$ cat src/rtl/rtc_ui_pkg.sv
// rtl/rtc_ui_pkg.sv - shared indices, button sequencer states and sizing helpers for the RTC input front end
package rtc_ui_pkg;

   localparam int NUM_BTN = 4;
   localparam int NUM_SW  = 5;

   // Button bit positions inside btn_raw / btn_pulse / btn_held
   localparam int BTN_UP  = 0;
   localparam int BTN_DWN = 1;
   localparam int BTN_LF  = 2;
   localparam int BTN_RG  = 3;

   // Switch bit positions inside sw_raw / sw_level / sw_rise / sw_fall
   localparam int SW_HORA  = 0;
   localparam int SW_FECHA = 1;
   localparam int SW_CRONO = 2;
   localparam int SW_INIC  = 3;
   localparam int SW_FMT   = 4;

   // Press / auto-repeat sequencer states of one button
   typedef enum logic [1:0] {
      IDLE   = 2'd0,
      DELAY  = 2'd1,
      REPEAT = 2'd2
   } btn_state_t;

   // Bits needed to hold the values 0..value; never narrower than one bit
   function automatic int cnt_width(input int value);
      return (value < 1) ? 1 : $clog2(value + 1);
   endfunction

   function automatic int max_int(input int a, input int b);
      return (a > b) ? a : b;
   endfunction

endpackage

$ cat src/rtl/debounce_cell.sv
// rtl/debounce_cell.sv - two-flop synchroniser, debounce counter, accepted level and edge indications for one input
module debounce_cell
   import rtc_ui_pkg::*;
#(
   parameter int DEBOUNCE_CYCLES = 1_000_000
) (
   input  logic clk,
   input  logic rst,
   input  logic raw,
   output logic level,
   output logic rise,
   output logic fall
);

   localparam int            CW   = cnt_width(DEBOUNCE_CYCLES);
   localparam logic [CW-1:0] LAST = CW'(DEBOUNCE_CYCLES - 1);

   logic          sync_a;
   logic          sync_b;
   logic [CW-1:0] cnt;
   logic          level_d;

   // Bring the asynchronous pin into the clock domain
   always_ff @(posedge clk) begin
      if (rst) begin
         sync_a <= 1'b0;
         sync_b <= 1'b0;
      end else begin
         sync_a <= raw;
         sync_b <= sync_a;
      end
   end

   // Accept a new level only after it has disagreed with the current one for DEBOUNCE_CYCLES cycles in a row
   always_ff @(posedge clk) begin
      if (rst) begin
         cnt     <= '0;
         level   <= 1'b0;
         level_d <= 1'b0;
      end else begin
         level_d <= level;
         if (sync_b == level) begin
            cnt <= '0;
         end else if (cnt == LAST) begin
            level <= sync_b;
            cnt   <= '0;
         end else begin
            cnt <= cnt + CW'(1);
         end
      end
   end

   // Edge indications are valid during the first cycle the new accepted level is visible
   assign rise = level & ~level_d;
   assign fall = ~level & level_d;

endmodule

$ cat src/rtl/button_conditioner.sv
// rtl/button_conditioner.sv - debounced buttons with press/auto-repeat pulses and debounced switches with edge strobes
module button_conditioner
   import rtc_ui_pkg::*;
#(
   parameter int DEBOUNCE_CYCLES = 1_000_000,
   parameter int REPEAT_DELAY    = 50_000_000,
   parameter int REPEAT_RATE     = 10_000_000
) (
   input  logic                clk,
   input  logic                rst,
   input  logic [NUM_BTN-1:0]  btn_raw,
   input  logic [NUM_SW-1:0]   sw_raw,
   output logic [NUM_BTN-1:0]  btn_pulse,
   output logic [NUM_BTN-1:0]  btn_held,
   output logic [NUM_SW-1:0]   sw_level,
   output logic [NUM_SW-1:0]   sw_rise,
   output logic [NUM_SW-1:0]   sw_fall
);

   // One shared down-counter per button covers both the initial delay and the repeat period
   localparam int            RW         = cnt_width(max_int(REPEAT_DELAY, REPEAT_RATE));
   localparam logic [RW-1:0] DELAY_LOAD = RW'(REPEAT_DELAY - 1);
   localparam logic [RW-1:0] RATE_LOAD  = RW'(REPEAT_RATE - 1);

   logic [NUM_BTN-1:0] btn_rise;
   logic [NUM_BTN-1:0] btn_fall;
   logic [NUM_SW-1:0]  sw_rise_c;
   logic [NUM_SW-1:0]  sw_fall_c;
   logic [NUM_BTN-1:0] frozen;
   logic               pair_ud;
   logic               pair_lr;

   for (genvar i = 0; i < NUM_BTN; i++) begin : g_btn_cell
      debounce_cell #(
         .DEBOUNCE_CYCLES (DEBOUNCE_CYCLES)
      ) u_cell (
         .clk   (clk),
         .rst   (rst),
         .raw   (btn_raw[i]),
         .level (btn_held[i]),
         .rise  (btn_rise[i]),
         .fall  (btn_fall[i])
      );
   end

   for (genvar i = 0; i < NUM_SW; i++) begin : g_sw_cell
      debounce_cell #(
         .DEBOUNCE_CYCLES (DEBOUNCE_CYCLES)
      ) u_cell (
         .clk   (clk),
         .rst   (rst),
         .raw   (sw_raw[i]),
         .level (sw_level[i]),
         .rise  (sw_rise_c[i]),
         .fall  (sw_fall_c[i])
      );
   end

   // Opposing directions held together are ambiguous, so both buttons of the pair stall
   assign pair_ud = btn_held[BTN_UP] & btn_held[BTN_DWN];
   assign pair_lr = btn_held[BTN_LF] & btn_held[BTN_RG];

   // Map each pair's conflict onto its two buttons; the pairs never affect each other
   always_comb begin
      frozen          = '0;
      frozen[BTN_UP]  = pair_ud;
      frozen[BTN_DWN] = pair_ud;
      frozen[BTN_LF]  = pair_lr;
      frozen[BTN_RG]  = pair_lr;
   end

   // Register the switch edge strobes so they appear the cycle after the level changes
   always_ff @(posedge clk) begin
      if (rst) begin
         sw_rise <= '0;
         sw_fall <= '0;
      end else begin
         sw_rise <= sw_rise_c;
         sw_fall <= sw_fall_c;
      end
   end

   for (genvar i = 0; i < NUM_BTN; i++) begin : g_btn_fsm
      btn_state_t    state;
      logic [RW-1:0] rcnt;
      logic          pulse_q;

      // Press pulse, delayed first repeat, then periodic repeats; a stalled button keeps state and count untouched
      always_ff @(posedge clk) begin
         if (rst) begin
            state   <= IDLE;
            rcnt    <= '0;
            pulse_q <= 1'b0;
         end else begin
            pulse_q <= 1'b0;
            if (!frozen[i]) begin
               case (state)
                  IDLE: begin
                     if (btn_rise[i]) begin
                        pulse_q <= 1'b1;
                        state   <= DELAY;
                        rcnt    <= DELAY_LOAD;
                     end
                  end
                  DELAY, REPEAT: begin
                     // Release takes priority over an expiring count, so no pulse escapes on release
                     if (btn_fall[i]) begin
                        state <= IDLE;
                        rcnt  <= '0;
                     end else if (rcnt == '0) begin
                        pulse_q <= 1'b1;
                        state   <= REPEAT;
                        rcnt    <= RATE_LOAD;
                     end else begin
                        rcnt <= rcnt - RW'(1);
                     end
                  end
                  default: begin
                     state <= IDLE;
                     rcnt  <= '0;
                  end
               endcase
            end
         end
      end

      assign btn_pulse[i] = pulse_q;
   end

endmodule

$ cat config.mk
export PLATFORM = sky130hd
export DESIGN_NAME = button_conditioner
export DESIGN_NICKNAME = d
export VERILOG_FILES = /design/src/rtl/rtc_ui_pkg.sv /design/src/rtl/debounce_cell.sv /design/src/rtl/button_conditioner.sv
export SDC_FILE = /design/constraint.sdc
export NUM_CORES = 1
export LEC_CHECK = 0
export CAP_MARGIN = 0
export CORE_MARGIN = 2
export CORE_UTILIZATION = 50
export DETAILED_ROUTE_END_ITERATION = 8
export GPL_ROUTABILITY_DRIVEN = 0
export GPL_TIMING_DRIVEN = 0
export PLACE_DENSITY = 0.76
export SETUP_SLACK_MARGIN = 0.02
export SYNTH_ARGS = -nofsm -noshare
export SYNTH_HDL_FRONTEND = slang
export SYNTH_SLANG_ARGS = --single-unit
$ cat constraint.sdc
create_clock -name clk -period 2.7 [get_ports clk]
set_input_delay 0.27 -clock clk [delete_from_list [all_inputs] [get_ports clk]]
set_output_delay 0.27 -clock clk [all_outputs]
set_load 0.05 [all_outputs]
== Yosys cells after proc, flatten, opt, wreduce, memory -nomap -nowiden ==
Index checks and enable logic that the tools add are counted.
W data, S select, Z words.

* Register bits: 342
* Input port bits: 11
* Output and inout port bits: 23
* Word-level logic and storage cells: 243

* Add/sub/neg operators: 13
* Eq/ne operators: 34
* Muxes and demuxes: 48
* Bitwise gates (word level): 49
* Reduce and logical (&&, ||, !) cells: 40

{| class="wikitable"
|+ Operators with widths
! kind !! count
|-
| $mux W26 || 12
|-
| $pmux W26 S2 || 4
|-
| $add A20 B1 Y20 const B || 9
|-
| $eq A20 B20 Y1 const B || 9
|-
| $logic_not A26 Y1 || 4
|-
| $sub A26 B1 Y26 const B || 4
|-
| $not A1 Y1 || 29
|-
| $reduce_or A3 Y1 || 9
|-
| $reduce_and A2 Y1 || 13
|-
| $mux W2 || 12
|-
| $and A1 B1 Y1 || 20
|-
| $pmux W2 S2 || 4
|-
| $mux W1 || 12
|-
| $ne A3 B2 Y1 const B || 4
|-
| $reduce_and A3 Y1 || 4
|-
| $reduce_or A2 Y1 || 6
|-
| $eq A1 B1 Y1 || 9
|-
| $eq A2 B1 Y1 const B || 4
|-
| $eq A2 B2 Y1 const B || 4
|-
| $logic_not A2 Y1 || 4
|-
| $ne A2 B1 Y1 const B || 4
|-
| $pmux W1 S2 || 4
|}

== Logic depth before layout (Yosys ltp) ==
Gate-level depths: netlist of the first run.

* Depth after elaboration: 4
* Gate-level depth with buffers: 10
* Gate-level depth less buffers: 7

== Hierarchy ==
From an unflattened synthesis of the first run, not the netlist that was laid out.

* Cells, all modules: 1,947
* Area, all modules: 16,165.5 µm²

{| class="wikitable"
|+ By module, submodules not included
! module !! times used !! cells an instance !! area each (µm²) !! seq. area each (µm²)
|-
| debounce_cell (g_btn_cell[0].u_cell ...) || 8 || 118 || 1,047.3 || 480.5
|-
| button_conditioner || 1 || 884 || 6,713.9 || 2,522.4
|-
| debounce_cell (g_sw_cell[4].u_cell) || 1 || 119 || 1,073.5 || 480.5
|}

== Worst setup path after synthesis of the first run ==
No wires, ideal clock.

* Kind: register -> register
* Start point: reg g_btn_fsm[1].rcnt[8]
* End point: reg g_btn_fsm[1].rcnt[17]
* Setup time: 0.122 ns
* Data arrival time: 2.300 ns
* Data required time: 2.578 ns
* Path slack: 0.279 ns
* Stages on the path, launching flop included: 8
* Buffers on the path: 2
* Clock period less this slack: 2.421 ns
* Cell sequence: dfxtp_1 or4_4 or4_4 buf_6 or2_1 buf_6 a31o_1 a221o_1

* Cells in the longest elaborated chain, start to end: 4
* Elaborated cells on any way between the ends: 5
* Those cells by class: add/sub: 1; mux: 3; reduce/logical: 1

{| class="wikitable"
|+ Ends and longest elaborated chain
! element !! line !! source
|-
| start, declared || button_conditioner.sv:85 || <nowiki>logic [RW-1:0] rcnt;</nowiki>
|-
| start signal, assigned || button_conditioner.sv:115 || <nowiki>rcnt <= rcnt - RW'(1);</nowiki>
|-
| $sub A26 B1 Y26 or $logic_not A26 Y1 (tied branches) || button_conditioner.sv:115, button_conditioner.sv:110 ||
|-
| $mux W26 (*) || button_conditioner.sv:110 || <nowiki>end else if (rcnt == '0) begin</nowiki>
|-
| $mux W26 (*) || button_conditioner.sv:107 || <nowiki>if (btn_fall[i]) begin</nowiki>
|-
| $pmux W26 S2 (*) || button_conditioner.sv:97 || <nowiki>case (state)</nowiki>
|}

Mark *: on every way between the ends. The rest lies on a longest branch, timed or not.
A chain may end at the register's enable or synchronous reset.

== Final worst setup path of the first run ==
Ends and elaborated chain as after synthesis.

==> impl_metrics.yaml, run 1 <==
status:
  outcome: "finished clean"
setup_path:
  start_kind: "register"
  crit_path_max_fanout: 9
  critical_path_class: "reg -> reg"
  cp_top_family: "simple AND/OR/NAND/NOR gates"
  crit_arrival_ps: 3000
  crit_path_top_delay_cell: "sky130_fd_sc_hd__or4_4"
  buffers_and_inverters_on_the_worst_path: 1
  timing.critical_path.cells: "or4_4, or4_4, buf_6, nor2_2, nor2_1, a221o_1"
  kind_of_end_point_of_the_critical_path: "register"
  cp_data_required_time_ps: 3110
  critical_path.most_common_cell: "sky130_fd_sc_hd__or4_4"
  worst_path_largest_cell_delay_ps: 590
power_and_ir_drop:
  power.density_mw_per_mm2: 1010
  max_rail_drop_vdd_mv: 0.594
  p_total_mw: 18.5
  power_leakage_nw: 6.19
floorplanning:
  floorplan.die.width_um: 184
  die_height_um: 184
  placement_rows: 65
  core_area_mm2: 0.0317
  initial_utilization_pct: 50.9
  io-pin-count: 34
  die_area_mm2: 0.0338
clock_network:
  cts_inserted_buffers: 36
  clk_pin_slew_ps: 60
  clk-insertion-delay-late_ps: 540
  post_cts_setup_repair_buffer_count: 0
  clk_root_buffer_cell: "sky130_fd_sc_hd__clkbuf_16"
  h_tree_depth_reported_by_cts: 2
  tritoncts_num_sinks: 342
  max-clock-path-buffers: 3
  cts_tree: "done"
route:
  route.detailed.wl_per_inst_um: 15.9
  first_iter_violations: 1292
  drt_antenna_net_count: 0
  drc: 0
  viasPerCell: 5.92
  firstDrtPassIters: 6
  routed_wirelength_um: 38500
  via_count: 14400
yosys:
  async_set_or_reset_flop_fraction_in_the_synthesized_netlist_pct: 0
  yosysWarningCount: 0
  synth_edf_count: 0
  yosysUniqueCellTypes: 81
  synth_area_mm2: 0.0162
  synth_seq_area_share_pct: 42.4
  ys_dominant_reg_cell: "sky130_fd_sc_hd__dfxtp_1"
  syn_inst_count: 1929
  synthesis.area_per_instance_um2: 8.38
  synth.net_count: 1962
  synth.ff_latch_count: 342
global_routing:
  antenna_violations_before_repair: 0
  grt_pass1_wl_um: 63900
  grt_overflow: 0
  largest_net_degree_at_the_start_of_global_routing: 15
  grt_use_total_pct: 22.5
  via_count_of_the_first_global_routing_pass: 13500
sta:
  max-slew-margin-rel_pct: 37.3
  hold_slack_ps: 314
  setup_tns_ps: 0
  slew_violations: 0
  max_slew.worst_pin.slew_ps: 941
  post-route-worst-setup-slack_ps: 119
  finalHoldViolCount: 0
  grt_setup_unrepaired: "yes"
  finalSetupViolations: 0
  layout_worst_path_cycle_share_pct: 95.6
  layout_min_cycle_time_ps: 2580
  max_freq_mhz: 387
  final.setup_skew_ps: 27.0
place:
  portBuffers: 33
  placedInstanceArea_mm2: 0.0170
  dpl.cell_count: 2364
  dp_hpwl_um: 26400
  dpl_worst_slack_ps: -460
layout:
  syn_to_final_growth_pct: 13.5
  nets: 2030
  antenna-diode-count: 0
  fraction_of_final_layout_cells_with_drive_strength_greater_than_1_pct: 6.97
  finish.instance_area_mm2: 0.0183
  finalNonFillerCells: 2426
  count_of_fill_cells_added_during_filler_insertion: 2810
  layout.core_utilization_pct: 57.8
min_path:
  min_path_type: "in -> reg"
job:
  maxCapViolations: 0
cells in the mapped netlist, drive strengths merged, types with 5 or more instances:
cell      n  area, um^2
o41ai     5        43.8
nor2    282        1060
o211ai   11        82.6
inv      60         225
buf      21         155
a41oi     5        43.8
or4      26         208
xor2     95         832
and3     30         188
nand4b    5        43.8
o21ai    63         315
nand2b    7        43.8
dfxtp   342        6850
nand3    93         465
nor4     67         425
xnor2    85         744
nor2b    34         213
o21a      6        45.0
a311oi    9        85.1
or3      36         226
o22ai     5        31.3
a32oi     5        43.8
a31oi    40         250
a22oi     8        60.1
and4     20         175
or2      12        75.1
a21o      6        46.3
nor4b     6        52.6
o32ai     5        43.8
nand4    57         357
a21oi    79         399
a211oi    6        45.0
clkbuf   84         327
nor3     76         390
a211o     7        61.3
nand2   110         413
o31ai     8        60.1
o31a      5        45.0
and2     13        81.3
nor3b     9        67.6
mux2i    10         100
nand3b   14         105
ha       22         275
layer usage:
| metal | wire length [um] | up-vias | global-route usage [%] |
|---|---|---|---|
| met2 | 17700 | 469 | 37.5 |
| li1 | - | 7039 | - |
| met4 | 1140 | 0 | 8.61 |
| met3 | 2560 | 94 | 3.07 |
| met1 | 17100 | 6768 | 29.6 |
| met5 | 0 | - | 0 |
power breakdown:
group	internal [mW]	switching (mW)	leakage [nW]
Sequential	5.45	0.420	2.77
Clock	3.02	2.05	0.611
Combinational	2.56	4.98	2.81
final cells by class:
cell class	count	area, um^2	share of cell area [%]
Tap cell	402	503	2.74
Clock buffer	51	1050	5.71
Clock inverter	14	179	0.975
Timing Repair Buffer	33	330	1.80
Inverter	60	225	1.23
Sequential cell	342	6850	37.3
Buffer	102	479	2.61
Multi-Input combinational cell	1422	8730	47.6
repair_timing:
item                                    in CTS  in global routing
endpoints found under the setup margin      48                 72
gates resized for setup                      8                 29
hold buffers                                 0                  0
flip-flops by register name, indices dropped and copies added (netlist names), 5 cells and up:
| name | flops |
|---|---|
| sw_rise | 5 |
| g_sw_cell.u_cell.sync_a | 5 |
| g_btn_fsm.rcnt | 104 |
| sw_fall | 5 |
| g_sw_cell.u_cell.level | 5 |
| g_sw_cell.u_cell.level_d | 5 |
| g_sw_cell.u_cell.sync_b | 5 |
| g_btn_cell.u_cell.cnt | 80 |
| g_sw_cell.u_cell.cnt | 100 |
| g_btn_fsm.state | 8 |
placed cells by master (no fill, tap or decap), drive strengths merged, types with 63 or more instances in the layout:
cell type / count
clkbuf: 131
nand2: 110
nor4: 67
nor3: 76
dfxtp: 342
xor2: 95
nand3: 93
nor2: 282
a21oi: 79
o21ai: 63
xnor2: 85
path summary, 6_finish.rpt:
kind,startpoint,end,slack [ps],cells past startpoint
hold / removal,sw_raw[1],g_sw_cell[1].u_cell.sync_a,310,2
hold reg to reg,g_sw_cell[0].u_cell.level_d,sw_rise[0],400,1
setup / recovery,g_btn_fsm[1].rcnt[8],g_btn_fsm[1].rcnt[17],120,6
setup reg to reg,g_btn_fsm[1].rcnt[8],g_btn_fsm[1].rcnt[17],120,6
cell families after synthesis:
family | count (synthesis) | synth area share, %
AO/OA/AOI/OAI | 300 | 12.0
flip-flops | 342 | 42.4
multiplexers | 10 | 0.619
adder cells (fa/ha/maj) | 22 | 1.70
buffers and inverters | 165 | 4.37
XOR/XNOR | 180 | 9.76
AND/OR/NAND/NOR | 910 | 29.2
(Power assumes the default switching activity.)
==> run 2: changes to the inputs <==
--- a/config.mk
+++ b/config.mk
@@ -8,6 +8,8 @@
 export CAP_MARGIN = 0
 export CORE_MARGIN = 2
 export CORE_UTILIZATION = 50
+export CTS_BUF_LIST = sky130_fd_sc_hd__clkbuf_4
+export CTS_CLUSTER_DIAMETER = 80
 export DETAILED_ROUTE_END_ITERATION = 8
 export GPL_ROUTABILITY_DRIVEN = 0
 export GPL_TIMING_DRIVEN = 0
==> run 2 against run 1 <==
Net effect:
- worst hold slack got worse by 220 ps
- die area unchanged
- clock skew increased by 26 ps
- sequential cell count unchanged
- cell count increased by 3.9%
- global-route usage increased by 0.31 points
- clock-buffer cell count increased by 71
- core utilization decreased by 0.47 points
- register-to-register slack got worse by 40 ps
- wire length increased by 0.25%
- non-clock buffer count unchanged
- total power decreased by 4.5%
- largest cell class unchanged
==> impl_metrics.yaml, run 2 (synthesis gave the netlist of run 1 again) <==
global_routing:
  largest_net_degree_at_the_start_of_global_routing: 15
  grt_most_used_layer: "met2"
  met1_usage_pct: 29.3
  grt_use_total_pct: 22.8
  grtUsageMet3_pct: 4.48
  grt_overflow: 0
  antenna_violations_before_repair: 1
  via_count_of_the_first_global_routing_pass: 13900
  grt_pass1_wl_um: 64300
  grt.met2_usage_pct: 37.3
layout:
  layout_top_registers: "g_btn_fsm.rcnt x104, g_sw_cell.u_cell.cnt x100, g_btn_cell.u_cell.cnt x80"
  largest_register_ffs: 104
  mostFrequentLayoutCells: "sky130_fd_sc_hd__dfxtp_1, sky130_fd_sc_hd__nor2_1, sky130_fd_sc_hd__clkbuf_4, sky130_fd_sc_hd__nand2_1, sky130_fd_sc_hd__xor2_1"
  nets: 2083
  fraction_of_final_layout_cells_with_drive_strength_greater_than_1_pct: 10.0
  syn_to_final_growth_pct: 12.6
  layout_commonest_cell: "sky130_fd_sc_hd__dfxtp_1"
  finish.instance_area_mm2: 0.0182
  largest_register: "g_btn_fsm.rcnt"
sta:
  final.setup_skew_ps: 53.2
  layout_worst_path_cycle_share_pct: 97.2
  grt_setup_unrepaired: "yes"
  post-route-worst-setup-slack_ps: 76.8
  slew_violations: 0
  setup_tns_ps: 0
  finalSetupViolations: 0
  finalHoldViolCount: 0
  max-slew-margin-rel_pct: 40.4
  hold_slack_ps: 98.2
  max_freq_mhz: 381
  layout_min_cycle_time_ps: 2620
  max_slew.worst_pin.slew_ps: 894
route:
  drc: 0
  drt_antenna_net_count: 0
  firstDrtPassIters: 8
  routed_wirelength_um: 38600
  first_iter_violations: 1177
  viasPerCell: 5.82
  route.detailed.wl_per_inst_um: 15.3
  via_count: 14700
clock_network:
  post_cts_setup_repair_buffer_count: 0
  clk_pin_slew_ps: 60
  cts_resized: 10
  ctsHoldBuffers: 0
  cts_tree: "done"
  tritoncts_num_sinks: 342
  clk_root_buffer_cell: "sky130_fd_sc_hd__clkbuf_4"
  max-clock-path-buffers: 3
  clk-insertion-delay-late_ps: 740
  cts_inserted_buffers: 89
  h_tree_depth_reported_by_cts: 3
floorplanning:
  floorplan.die.width_um: 184
  core_area_mm2: 0.0317
  die_height_um: 184
  io-pin-count: 34
  initial_utilization_pct: 50.9
  placement_rows: 65
  die_area_mm2: 0.0338
setup_path:
  cp_data_required_time_ps: 3330
  kind_of_end_point_of_the_critical_path: "register"
  crit_arrival_ps: 3260
  rr_worst_depth: 7
  critical_path_class: "reg -> reg"
  crit_path_max_fanout: 7
  start_kind: "register"
power_and_ir_drop:
  max_rail_drop_vdd_mv: 0.678
  p_total_mw: 17.6
  power.density_mw_per_mm2: 970
  power_leakage_nw: 6.21
place:
  portBuffers: 33
  placedInstanceArea_mm2: 0.0170
  dpl_worst_slack_ps: -460
  dp_hpwl_um: 26400
status:
  outcome: "finished clean"
min_path:
  min_path_type: "in -> reg"
  hold_path_cell_cnt: 2
job:
  maxCapViolations: 0
-- run 2: changes by cell type in the layout (fill, tap and decap cells not counted), sizes merged --
cell	previous run	this run
diode	0	1
clkinv	9	32
clkbuf	131	202
inv	62	63
clkinvlp	0	2
bufinv	3	0
-- run 2: layer usage --
metal	share of wire, %	wire [um]
met2	46	17600
met4	3.1	1180
met5	0	0
met3	7.0	2700
met1	44	17200
-- run 2: final timing paths --
kind         slack [ps]                    endpoint                   startpoint
min reg2reg         400                  sw_rise[2]  g_sw_cell[2].u_cell.level_d
min                 100  g_sw_cell[1].u_cell.sync_a                    sw_raw[1]
max                  80        g_btn_fsm[2].rcnt[8]         g_btn_fsm[2].rcnt[7]
max reg2reg          80        g_btn_fsm[2].rcnt[8]         g_btn_fsm[2].rcnt[7]
-- run 2: final cells by class --
cell class              instances  area (um^2)
clock inverters                37          171
plain buffers                 102          478
well taps                     402          503
multi-input cells            1422         8720
fillers                      2900        13500
repair buffers                 33          330
diodes                          1         2.50
inverters                      60          225
clock buffers                 122          916
flip-flops and latches        342         6850
-- run 2: stage by stage --
stage | instances | utilization [%]
finish | 2521 | 57.4
global route | 2521 | 57.4
CTS | 2523 | 57.1
detailed placement | 2364 | 53.6
global placement | 2364 | 53.6
floorplan | 1929 | -
-- run 2: report_power, final --
part	switching, mW	internal (mW)	total [mW]
clock network	2.14	2.12	4.26
logic	4.97	2.55	7.52
registers	0.412	5.45	5.86
-- run 2: critical path: stages, from the launching register on --
cell,delay (ps)
sky130_fd_sc_hd__dfxtp_1,340
sky130_fd_sc_hd__or2_2,300
sky130_fd_sc_hd__clkbuf_1,190
sky130_fd_sc_hd__or4_1,550
sky130_fd_sc_hd__clkbuf_1,190
sky130_fd_sc_hd__o311ai_1,550
sky130_fd_sc_hd__o21ai_0,200
sky130_fd_sc_hd__a21o_1,200
